[src/rtl/cache_pkg.sv]
// Shared cache-side definitions: bus widths, L1 address split and write-buffer types.
package cache_pkg;

   localparam int DATA_WIDTH          = 32;
   localparam int MM_BLOCK_COUNT_BITS = 10;
   localparam int ADDR_WIDTH          = MM_BLOCK_COUNT_BITS;
   localparam int L1_INDEX_BITS       = 4;
   localparam int L1_TAG_BITS         = ADDR_WIDTH - L1_INDEX_BITS;

   typedef enum logic [0:0] {
      DRAIN_IDLE,
      DRAIN_REQ
   } wb_drain_state_t;

   typedef struct packed {
      logic                  valid;
      logic [ADDR_WIDTH-1:0] addr;
      logic [DATA_WIDTH-1:0] data;
   } wb_entry_t;

endpackage

[src/rtl/write_buffer_if.sv]
// Store, lookup and memory-drain signals of the write buffer.
// The buffer uses the slave modport; the controller/memory side uses master.
interface write_buffer_if;
   import cache_pkg::*;

   logic                  wr_valid;
   logic                  wr_ready;
   logic [ADDR_WIDTH-1:0] wr_addr;
   logic [DATA_WIDTH-1:0] wr_data;

   logic [ADDR_WIDTH-1:0] lk_addr;
   logic                  lk_hit;
   logic [DATA_WIDTH-1:0] lk_data;

   logic                  mem_req;
   logic                  mem_ack;
   logic [ADDR_WIDTH-1:0] mem_addr;
   logic [DATA_WIDTH-1:0] mem_data;

   modport slave (
      input  wr_valid, wr_addr, wr_data, lk_addr, mem_ack,
      output wr_ready, lk_hit, lk_data, mem_req, mem_addr, mem_data
   );

   modport master (
      output wr_valid, wr_addr, wr_data, lk_addr, mem_ack,
      input  wr_ready, lk_hit, lk_data, mem_req, mem_addr, mem_data
   );

endinterface

[src/rtl/write_buffer_match.sv]
// wb_match: combinational CAM search over the buffer entries, walking from
// head (oldest) to youngest so the last match found is the youngest one.
module wb_match
   import cache_pkg::*;
#(
   parameter  int DEPTH    = 4,
   localparam int PTR_BITS = $clog2(DEPTH)
) (
   input  wb_entry_t             entries [DEPTH],
   input  logic [PTR_BITS-1:0]   head,
   input  logic                  exclude_head,
   input  logic [ADDR_WIDTH-1:0] key,
   output logic                  hit,
   output logic [PTR_BITS-1:0]   idx,
   output logic [DATA_WIDTH-1:0] data
);

   logic [PTR_BITS-1:0] pos;

   always_comb begin
      hit  = 1'b0;
      idx  = '0;
      data = '0;
      pos  = '0;
      for (int k = 0; k < DEPTH; k++) begin
         pos = head + PTR_BITS'(k);
         if (entries[pos].valid && (entries[pos].addr == key) &&
             !(exclude_head && (k == 0))) begin
            hit  = 1'b1;
            idx  = pos;
            data = entries[pos].data;
         end
      end
   end

endmodule

[src/rtl/write_buffer.sv]
// Write-through store buffer: circular FIFO drained to memory by req/ack,
// with read-after-write lookup. Define WB_COALESCE_EN to merge stores to a buffered address.
module write_buffer
   import cache_pkg::*;
#(
   parameter  int DEPTH    = 4,
   localparam int PTR_BITS = $clog2(DEPTH)
) (
   input  logic              clk,
   input  logic              reset,
   write_buffer_if.slave     bus,
   output logic              empty,
   output logic [PTR_BITS:0] count
);

   wb_entry_t             entries_q [DEPTH];
   wb_entry_t             entries_d [DEPTH];
   logic [PTR_BITS-1:0]   head_q, head_d;
   logic [PTR_BITS-1:0]   tail_q, tail_d;
   logic [PTR_BITS:0]     count_q, count_d;
   wb_drain_state_t       state_q, state_d;
   logic                  mem_req_q, mem_req_d;
   logic [ADDR_WIDTH-1:0] mem_addr_q, mem_addr_d;
   logic [DATA_WIDTH-1:0] mem_data_q, mem_data_d;

   logic                  full;
   logic                  push;
   logic                  alloc;
   logic                  coal_wr;
   logic                  pop;
   logic                  coal_hit;
   logic [PTR_BITS-1:0]   coal_idx;

   assign full = (count_q == (PTR_BITS+1)'(DEPTH));

   wb_match #(.DEPTH(DEPTH)) u_lookup (
      .entries      (entries_q),
      .head         (head_q),
      .exclude_head (1'b0),
      .key          (bus.lk_addr),
      .hit          (bus.lk_hit),
      .idx          (),
      .data         (bus.lk_data)
   );

`ifdef WB_COALESCE_EN
   logic [DATA_WIDTH-1:0] coal_old_data;

   // The head being presented to memory must not change under the request.
   wb_match #(.DEPTH(DEPTH)) u_coalesce (
      .entries      (entries_q),
      .head         (head_q),
      .exclude_head (state_q == DRAIN_REQ),
      .key          (bus.wr_addr),
      .hit          (coal_hit),
      .idx          (coal_idx),
      .data         (coal_old_data)
   );
`else
   assign coal_hit = 1'b0;
   assign coal_idx = '0;
`endif

   assign bus.wr_ready = !full || coal_hit;
   assign push         = bus.wr_valid && bus.wr_ready;
   assign alloc        = push && !coal_hit;
   assign coal_wr      = push && coal_hit;
   assign pop          = (state_q == DRAIN_REQ) && bus.mem_ack;

   // Entry storage, pointers and the two-state drain machine.
   always_comb begin
      entries_d  = entries_q;
      head_d     = head_q;
      tail_d     = tail_q;
      state_d    = state_q;
      mem_req_d  = mem_req_q;
      mem_addr_d = mem_addr_q;
      mem_data_d = mem_data_q;

      if (alloc) begin
         entries_d[tail_q] = '{valid: 1'b1, addr: bus.wr_addr, data: bus.wr_data};
         tail_d            = tail_q + PTR_BITS'(1);
      end
      if (coal_wr) begin
         entries_d[coal_idx].data = bus.wr_data;
      end
      if (pop) begin
         entries_d[head_q].valid = 1'b0;
         head_d                  = head_q + PTR_BITS'(1);
      end
      count_d = count_q + (PTR_BITS+1)'(alloc) - (PTR_BITS+1)'(pop);

      case (state_q)
         DRAIN_IDLE: begin
            if (count_q != '0) begin
               state_d    = DRAIN_REQ;
               mem_req_d  = 1'b1;
               mem_addr_d = entries_q[head_q].addr;
               // A store merging into head on this very edge must reach memory.
               mem_data_d = (coal_wr && (coal_idx == head_q)) ? bus.wr_data
                                                              : entries_q[head_q].data;
            end
         end
         DRAIN_REQ: begin
            if (bus.mem_ack) begin
               state_d   = DRAIN_IDLE;
               mem_req_d = 1'b0;
            end
         end
         default: state_d = DRAIN_IDLE;
      endcase
   end

   always_ff @(posedge clk or negedge reset) begin
      if (!reset) begin
         for (int i = 0; i < DEPTH; i++) begin
            entries_q[i] <= '0;
         end
         head_q     <= '0;
         tail_q     <= '0;
         count_q    <= '0;
         state_q    <= DRAIN_IDLE;
         mem_req_q  <= 1'b0;
         mem_addr_q <= '0;
         mem_data_q <= '0;
      end else begin
         entries_q  <= entries_d;
         head_q     <= head_d;
         tail_q     <= tail_d;
         count_q    <= count_d;
         state_q    <= state_d;
         mem_req_q  <= mem_req_d;
         mem_addr_q <= mem_addr_d;
         mem_data_q <= mem_data_d;
      end
   end

   assign bus.mem_req  = mem_req_q;
   assign bus.mem_addr = mem_addr_q;
   assign bus.mem_data = mem_data_q;
   assign count        = count_q;
   assign empty        = (count_q == '0) && (state_q == DRAIN_IDLE);

endmodule

[src/flat_wrapper.sv]
// flat-port wrapper written by rule: the top's interface ports become plain ports
module write_buffer_flat import cache_pkg::*;
#(
   parameter  int DEPTH    = 4,
   localparam int PTR_BITS = $clog2(DEPTH)
)
  (clk, reset, empty, count, bus_wr_valid, bus_wr_addr, bus_wr_data, bus_lk_addr, bus_mem_ack, bus_wr_ready, bus_lk_hit, bus_lk_data, bus_mem_req, bus_mem_addr, bus_mem_data);
  write_buffer_if bus_i ();
  input  logic clk;
  input  logic reset;
  output logic empty;
  output logic [PTR_BITS:0] count;
  input wire logic [$bits(bus_i.wr_valid)-1:0] bus_wr_valid;
  input wire logic [$bits(bus_i.wr_addr)-1:0] bus_wr_addr;
  input wire logic [$bits(bus_i.wr_data)-1:0] bus_wr_data;
  input wire logic [$bits(bus_i.lk_addr)-1:0] bus_lk_addr;
  input wire logic [$bits(bus_i.mem_ack)-1:0] bus_mem_ack;
  output wire logic [$bits(bus_i.wr_ready)-1:0] bus_wr_ready;
  output wire logic [$bits(bus_i.lk_hit)-1:0] bus_lk_hit;
  output wire logic [$bits(bus_i.lk_data)-1:0] bus_lk_data;
  output wire logic [$bits(bus_i.mem_req)-1:0] bus_mem_req;
  output wire logic [$bits(bus_i.mem_addr)-1:0] bus_mem_addr;
  output wire logic [$bits(bus_i.mem_data)-1:0] bus_mem_data;
  assign bus_i.wr_valid = bus_wr_valid;
  assign bus_i.wr_addr = bus_wr_addr;
  assign bus_i.wr_data = bus_wr_data;
  assign bus_i.lk_addr = bus_lk_addr;
  assign bus_i.mem_ack = bus_mem_ack;
  assign bus_wr_ready = bus_i.wr_ready;
  assign bus_lk_hit = bus_i.lk_hit;
  assign bus_lk_data = bus_i.lk_data;
  assign bus_mem_req = bus_i.mem_req;
  assign bus_mem_addr = bus_i.mem_addr;
  assign bus_mem_data = bus_i.mem_data;
  write_buffer #(.DEPTH(DEPTH)) u_core (.clk(clk), .reset(reset), .bus(bus_i), .empty(empty), .count(count));
endmodule
[config.mk]
export PLATFORM = sky130hd
export DESIGN_NAME = write_buffer_flat
export DESIGN_NICKNAME = d
export VERILOG_FILES = /design/src/rtl/cache_pkg.sv /design/src/rtl/write_buffer_if.sv /design/src/rtl/write_buffer_match.sv /design/src/rtl/write_buffer.sv /design/src/flat_wrapper.sv
export SDC_FILE = /design/constraint.sdc
export NUM_CORES = 1
export LEC_CHECK = 0
export BUFFER_PORTS_ARGS = -buffer_cell sky130_fd_sc_hd__buf_2
export CELL_PAD_IN_SITES_DETAIL_PLACEMENT = 2
export CELL_PAD_IN_SITES_GLOBAL_PLACEMENT = 2
export CORE_ASPECT_RATIO = 2
export CORE_MARGIN = 5
export CORE_UTILIZATION = 41
export DETAILED_ROUTE_END_ITERATION = 6
export GPL_TIMING_DRIVEN = 0
export PLACE_DENSITY = 0.93
export SLEW_MARGIN = 25
export SYNTH_ARGS = -nofsm -noshare
export SYNTH_HDL_FRONTEND = slang
export SYNTH_HIERARCHICAL = 1
export SYNTH_SLANG_ARGS = --single-unit
[constraint.sdc]
create_clock -name clk -period 3.25 [get_ports clk]
set_input_delay 0 -clock clk [delete_from_list [all_inputs] [get_ports clk]]
set_output_delay 0 -clock clk [all_outputs]
set_load 0.02 [all_outputs]
Yosys cells after proc, flatten, opt, wreduce, memory -nomap -nowiden
Index checks and enable logic that the tools add are counted.
{ "word_totals": {"ff_bits": 223, "out_inout_bits": 81} }
{ "op_classes": {"add_sub_neg": 6, "n_lt_le_gt_ge": 7, "n_eq_ne": 7, "muxes": 34, "n_bitwise": 6, "reduce_logical": 14} }
{ "ops": {"columns": ["cell", "count"], "rows": [
  ["2-to-1 mux 43 bit", 10],
  ["binary-select mux 43 bit (select 2 bit)", 4],
  ["bitwise mux 172 bit", 2],
  ["2-to-1 mux 172 bit", 2],
  ["demux 43 bit (select 2 bit)", 2],
  ["2-to-1 mux 32 bit", 4],
  ["equality test 10 bit", 4],
  [">= comparator 3 bit (second input constant)", 5],
  ["NOT 2 -> 3 bit", 5],
  ["logical AND 1 bit", 9],
  ["2-to-1 mux 1 bit", 8],
  ["less-than comparator 3 x 1 -> 1 bit (second input constant)", 2],
  ["adder 2 x 1 -> 2 bit (second input constant)", 2],
  ["adder 2 bit (second input constant)", 2],
  ["case mux 1 bit (2 select lines)", 2],
  ["AND reduction 2 bit", 2],
  ["adder 3 x 1 -> 3 bit", 1],
  ["equality test 3 bit (second input constant)", 1],
  ["zero test 3 bit", 1],
  ["nonzero test 3 bit", 1],
  ["subtractor 3 x 1 -> 3 bit", 1],
  ["!= test 2 x 1 -> 1 bit (second input constant)", 1],
  ["!= test 2 bit (second input constant)", 1],
  ["zero test 1 bit", 1],
  ["NOT 1 bit", 1]
]} }

Longest topological paths before layout
{ "logic_depth": {"word_depth": 10, "ltp_mapped": 13, "mapped_depth_nobuf": 9} }

Modules after synthesis
The synthesis kept the hierarchy.
{ "by_module_without_submodules": {"columns": ["module", "n_inst", "cells_per_inst", "area_per_inst_um2", "seq_area_each_um2"], "rows": [
  ["write_buffer", 1, 553, 9621.7, 5580.4],
  ["wb_match", 1, 702, 5202.5, 0.0]
]} }

Worst setup path before layout
OpenSTA, ideal clock, no wires.
{ "synth_path": {"path_kind": "register to output", "from": "register u_core.head_q[1]", "to": "output bus_lk_data[16]", "arrival_time_ns": 2.957, "setup_slack_ns": 0.293, "stages_incl_launch_ff": 14, "n_path_buf": 5, "cell_sequence": "dfrtp_1 -> buf_6 -> buf_6 -> buf_12 -> mux2i_1 -> xor2_1 -> nor3b_1 -> o2111ai_2 -> nor3_4 -> nand2b_1 -> buf_4 -> buf_4 -> o221ai_1 -> a22oi_1"} }
{ "synth_via": {"elab_chain_len": 10, "elab_cells_between_ends": 31, "cone_classes": "3 x add/sub; 4 x eq/ne; 16 x mux; 4 x bitwise; 4 x reduce/logical"} }
{ "synth_lines": {"columns": ["item", "line", "rtl"], "rows": [
  ["start, declared", "write_buffer.sv:18", "logic [PTR_BITS-1:0] head_q, head_d;"],
  ["start signal, assigned", "write_buffer.sv:119", "head_q <= '0;"],
  ["start signal, assigned", "write_buffer.sv:128", "head_q <= head_d;"],
  ["adder 2 x 1 -> 2 bit / NOT 2 -> 3 bit (equally long branches)", "write_buffer_match.sv:26, write_buffer_match.sv:27, write_buffer_match.sv:31", null],
  ["NOT 2 -> 3 bit (implied by the code) / binary-select mux 43 bit (select 2 bit) (equally long branches)", "write_buffer_match.sv:27, write_buffer_match.sv:31", null],
  ["binary-select mux 43 bit (select 2 bit) / 2-to-1 mux 43 bit (equally long branches)", "write_buffer_match.sv:27, write_buffer_match.sv:31", null],
  ["2-to-1 mux 43 bit (implied by the code)", "write_buffer_match.sv:31", "data = entries[pos].data;"],
  ["2-to-1 mux 43 bit (implied by the code) / equality test 10 bit (equally long branches)", "write_buffer_match.sv:31, write_buffer_match.sv:27", null],
  ["equality test 10 bit / logical AND 1 bit (equally long branches)", "write_buffer_match.sv:27", "if (entries[pos].valid && (entries[pos].addr == key) &&"],
  ["logical AND 1 bit / 2-to-1 mux 32 bit (equally long branches)", "write_buffer_match.sv:27", null],
  ["2-to-1 mux 32 bit (2 in a row)", "write_buffer_match.sv:27", null],
  ["2-to-1 mux 32 bit *", "write_buffer_match.sv:27", null],
  ["end, declared", "flat_wrapper.sv:20", "output wire logic [$bits(bus_i.lk_data)-1:0] bus_lk_data;"]
]} }
Mark *: on every way between the ends. The rest lies on a longest branch, timed or not. The select of a mux whose other input is x is not followed.

Worst setup path after layout
{ "layout_path": {"from": "register u_core.head_q[1]", "to": "output bus_lk_data[29]"} }
The elaborated chain is that of the path after synthesis.

==> summary.txt <==
Synthesis
  • Post-Synthesis Cells: around 1200
  • Post-Syn Nets: 1310
  • Syn Area/Cell: 11.9 sq um
  • Syn Std Cell Area: about 15000 sq um
  • Synthesis Warnings: 6

CTS
  • Clock sink count: 223
  • CTS tree: yes
  • Clk root buf: clkbuf_16
  • Htree depth: 1
  • Max Root-Sink Buffers: 3
  • TritonCTS Buffers: 24
  • Worst-path clk slew: 0.07 ns
  • Worst-skew pair later-pin latency: between 0.5 and 0.6 ns

STA
  • Final Skew: between 0.02 and 0.03 ns
  • Worst-margin pin slew: around 1.6 ns
  • Pins Over Slew Limit: 8
  • Fin. Hold Viols: 4
  • Final worst setup slack: -1.59 ns
  • Post-layout min period: roughly 4.8 ns
  • Unrepaired setup endpoints after global routing: yes
  • F_max: 207 MHz
  • Slew HR: -7.62%
  • Setup violators final: 47
  • Period utilization: 149%
  • Hold_ws: -0.00496 ns
  • Final setup TNS: -35.86 ns

Floorplanning
  • Starting Density: 41.3%
  • DIE WIDTH: 144 um
  • Core Box Area: between 30000 and 40000 sq um
  • Top Ports: 137
  • FP Rows: a little under 100
  • Die span in y: ~280 um
  • Full die area: between 40000 and 50000 sq um

Hold path
  • Hold Crit Class: input pin to asynchronous set/reset pin

Setup path
  • Reg2reg end: u_core/bus.mem_data[11]
  • CP Class: register to output port
  • CP required: about 3.3 ns
  • CP startpoint kind: register
  • Reg2reg path depth: 4
  • RR Startpoint: u_core/count[1]
  • CP endpoint kind: output port
  • Arrival time worst endpoint: about 4.8 ns
  • Worst-path maximum fanout: 6
  • Reg2Reg Setup Slack: -0.06 ns

Finish
  • Proportion of layout cells with a drive suffix above 1: 51.3%
  • Layout Nets: roughly 1600
  • Fin cells: 1961
  • Design Area, Final: approximately 19000 sq um
  • Area occupied by multi-input gates: 9530 sq um
  • Reg area: about 5600 sq um
  • Final-layout fill cell count: 3327
  • Area delta synth->final: 31.5%

Global route
  • Largest net degree at the start of global routing: slightly above 90
  • Global-route wire length before repair: around 120 mm
  • Antenna violations before repair: 4
  • Vias in the first global route: ~16000
  • Grt ovf: 0
  • Gr usage total: 40.0%

Power and ir drop
  • Pwr/cell area: around 1300 nW/um^2
  • Leakage power: 7.99 nW
  • Tot Pwr: around 25 mW
  • Peak VDD IR: about 0.59 mV

Route
  • Pre-antenna DRT Iters: 6
  • Vias: roughly 15000
  • Detailed-route wire length: 89.1 mm
  • WL per Instance: between 40 and 50 um
  • Remaining DRCs: 0
  • Detailed Route Iter0 Violations: around 1900
  • Detail Route Antenna Nets: 0
  • Vias per inst: around 7.5

Placement
  • Placed cell area: about 16000 sq um
  • Hpwl dp: 46.5 mm
  • Cell count after placement: roughly 1800
  • RePlAce Congestion: between 0.9 and 1
  • PortBufs: 129

Run
  • Max cap viols: 1

Outcome
  • Failing checks: hold timing, capacitance limit, slew limit, setup timing
  • Outcome: finished with violations
## cell type report
cell class	instances	area share, %
Inverter	17	0.342
Clock inverter	11	0.858
Clock buffer	33	3.74
Sequential cell	223	28.8
Tap cell	450	2.90
Timing Repair Buffer	226	9.55
Buffer	113	4.66
Antenna cell	1	0.0129
Multi-Input combinational cell	887	49.1
## through the flow
| stage | hold WS, ns | setup slack [ns] | util [%] |
|---|---|---|---|
| floorplan | -0.296 | 0.293 | - |
| global placement | 0.190 | -1.70 | 44.7 |
| detailed placement | 0.0167 | -1.38 | 44.9 |
| CTS | 0.0282 | -0.456 | 52.4 |
| global route | 0.0539 | -1.49 | 54.3 |
| finish | -0.00496 | -1.59 | 54.3 |
## worst max path at each step
| stage | from | end | slack, ns | depth (start not counted) |
|---|---|---|---|---|
| after floorplan | u_core/head_q[1] | bus_lk_data[16] | 0.29 | 13 |
| after global placement | reset | u_core/bus.mem_data[1] | -1.70 | 1 |
| after detailed placement | u_core/head_q[0] | bus_lk_data[1] | -1.38 | 11 |
| after CTS | u_core/head_q[1] | bus_lk_data[19] | -0.46 | 14 |
| after global routing | u_core/head_q[1] | bus_lk_data[29] | -1.49 | 13 |
| final | u_core/head_q[1] | bus_lk_data[29] | -1.59 | 13 |
## cell usage in the layout, fill, tap and decap left out, drive strengths merged, types with 17 or more instances in the layout
master         n
a21oi         46
buf          242
clkbuf        84
dfrtp        223
dlygate4sd3   45
inv           17
mux2         292
mux2i        103
mux4          43
nand2         68
nor2          50
o2111ai       19
o211a         17
o221ai        48
xnor2         25
## per-layer routing
metal	track usage, %	routed length (um)	vias up
met5	0	23	-
met4	36.7	10800	4
met3	10.4	8610	702
met2	66.3	42300	1367
met1	39.7	27400	7388
li1	-	-	5232
## repair_timing
item                       4_1_cts  5_1_grt
setup endpoints to repair       33       33
cloned                           3        1
gates resized for setup        246       98
pin swaps                       53       24
hold endpoints to repair       340        0
buffers inserted                29       17
hold buffers                    45        0
## report_power, final
| group | internal, mW | switching, mW |
|---|---|---|
| Sequential | 4.22 | 2.20 |
| Clock | 1.88 | 1.40 |
| Combinational | 6.15 | 9.29 |
| Total | 12.3 | 12.9 |
## critical path, cell delays in order (launching register included)
cell and delay (ns):
dfrtp_2 0.51, buf_12 0.16, buf_4 0.14, mux2i_1 0.66, o22ai_1 0.25, nor4_2 0.29, o2bb2a_4 0.20, nor4_4 0.37
buf_6 0.20, buf_6 0.14, mux2i_4 0.42, a21oi_2 0.14, a311o_1 0.52, buf_6 0.24
No activity file was read; power rests on OpenSTA's default activity.
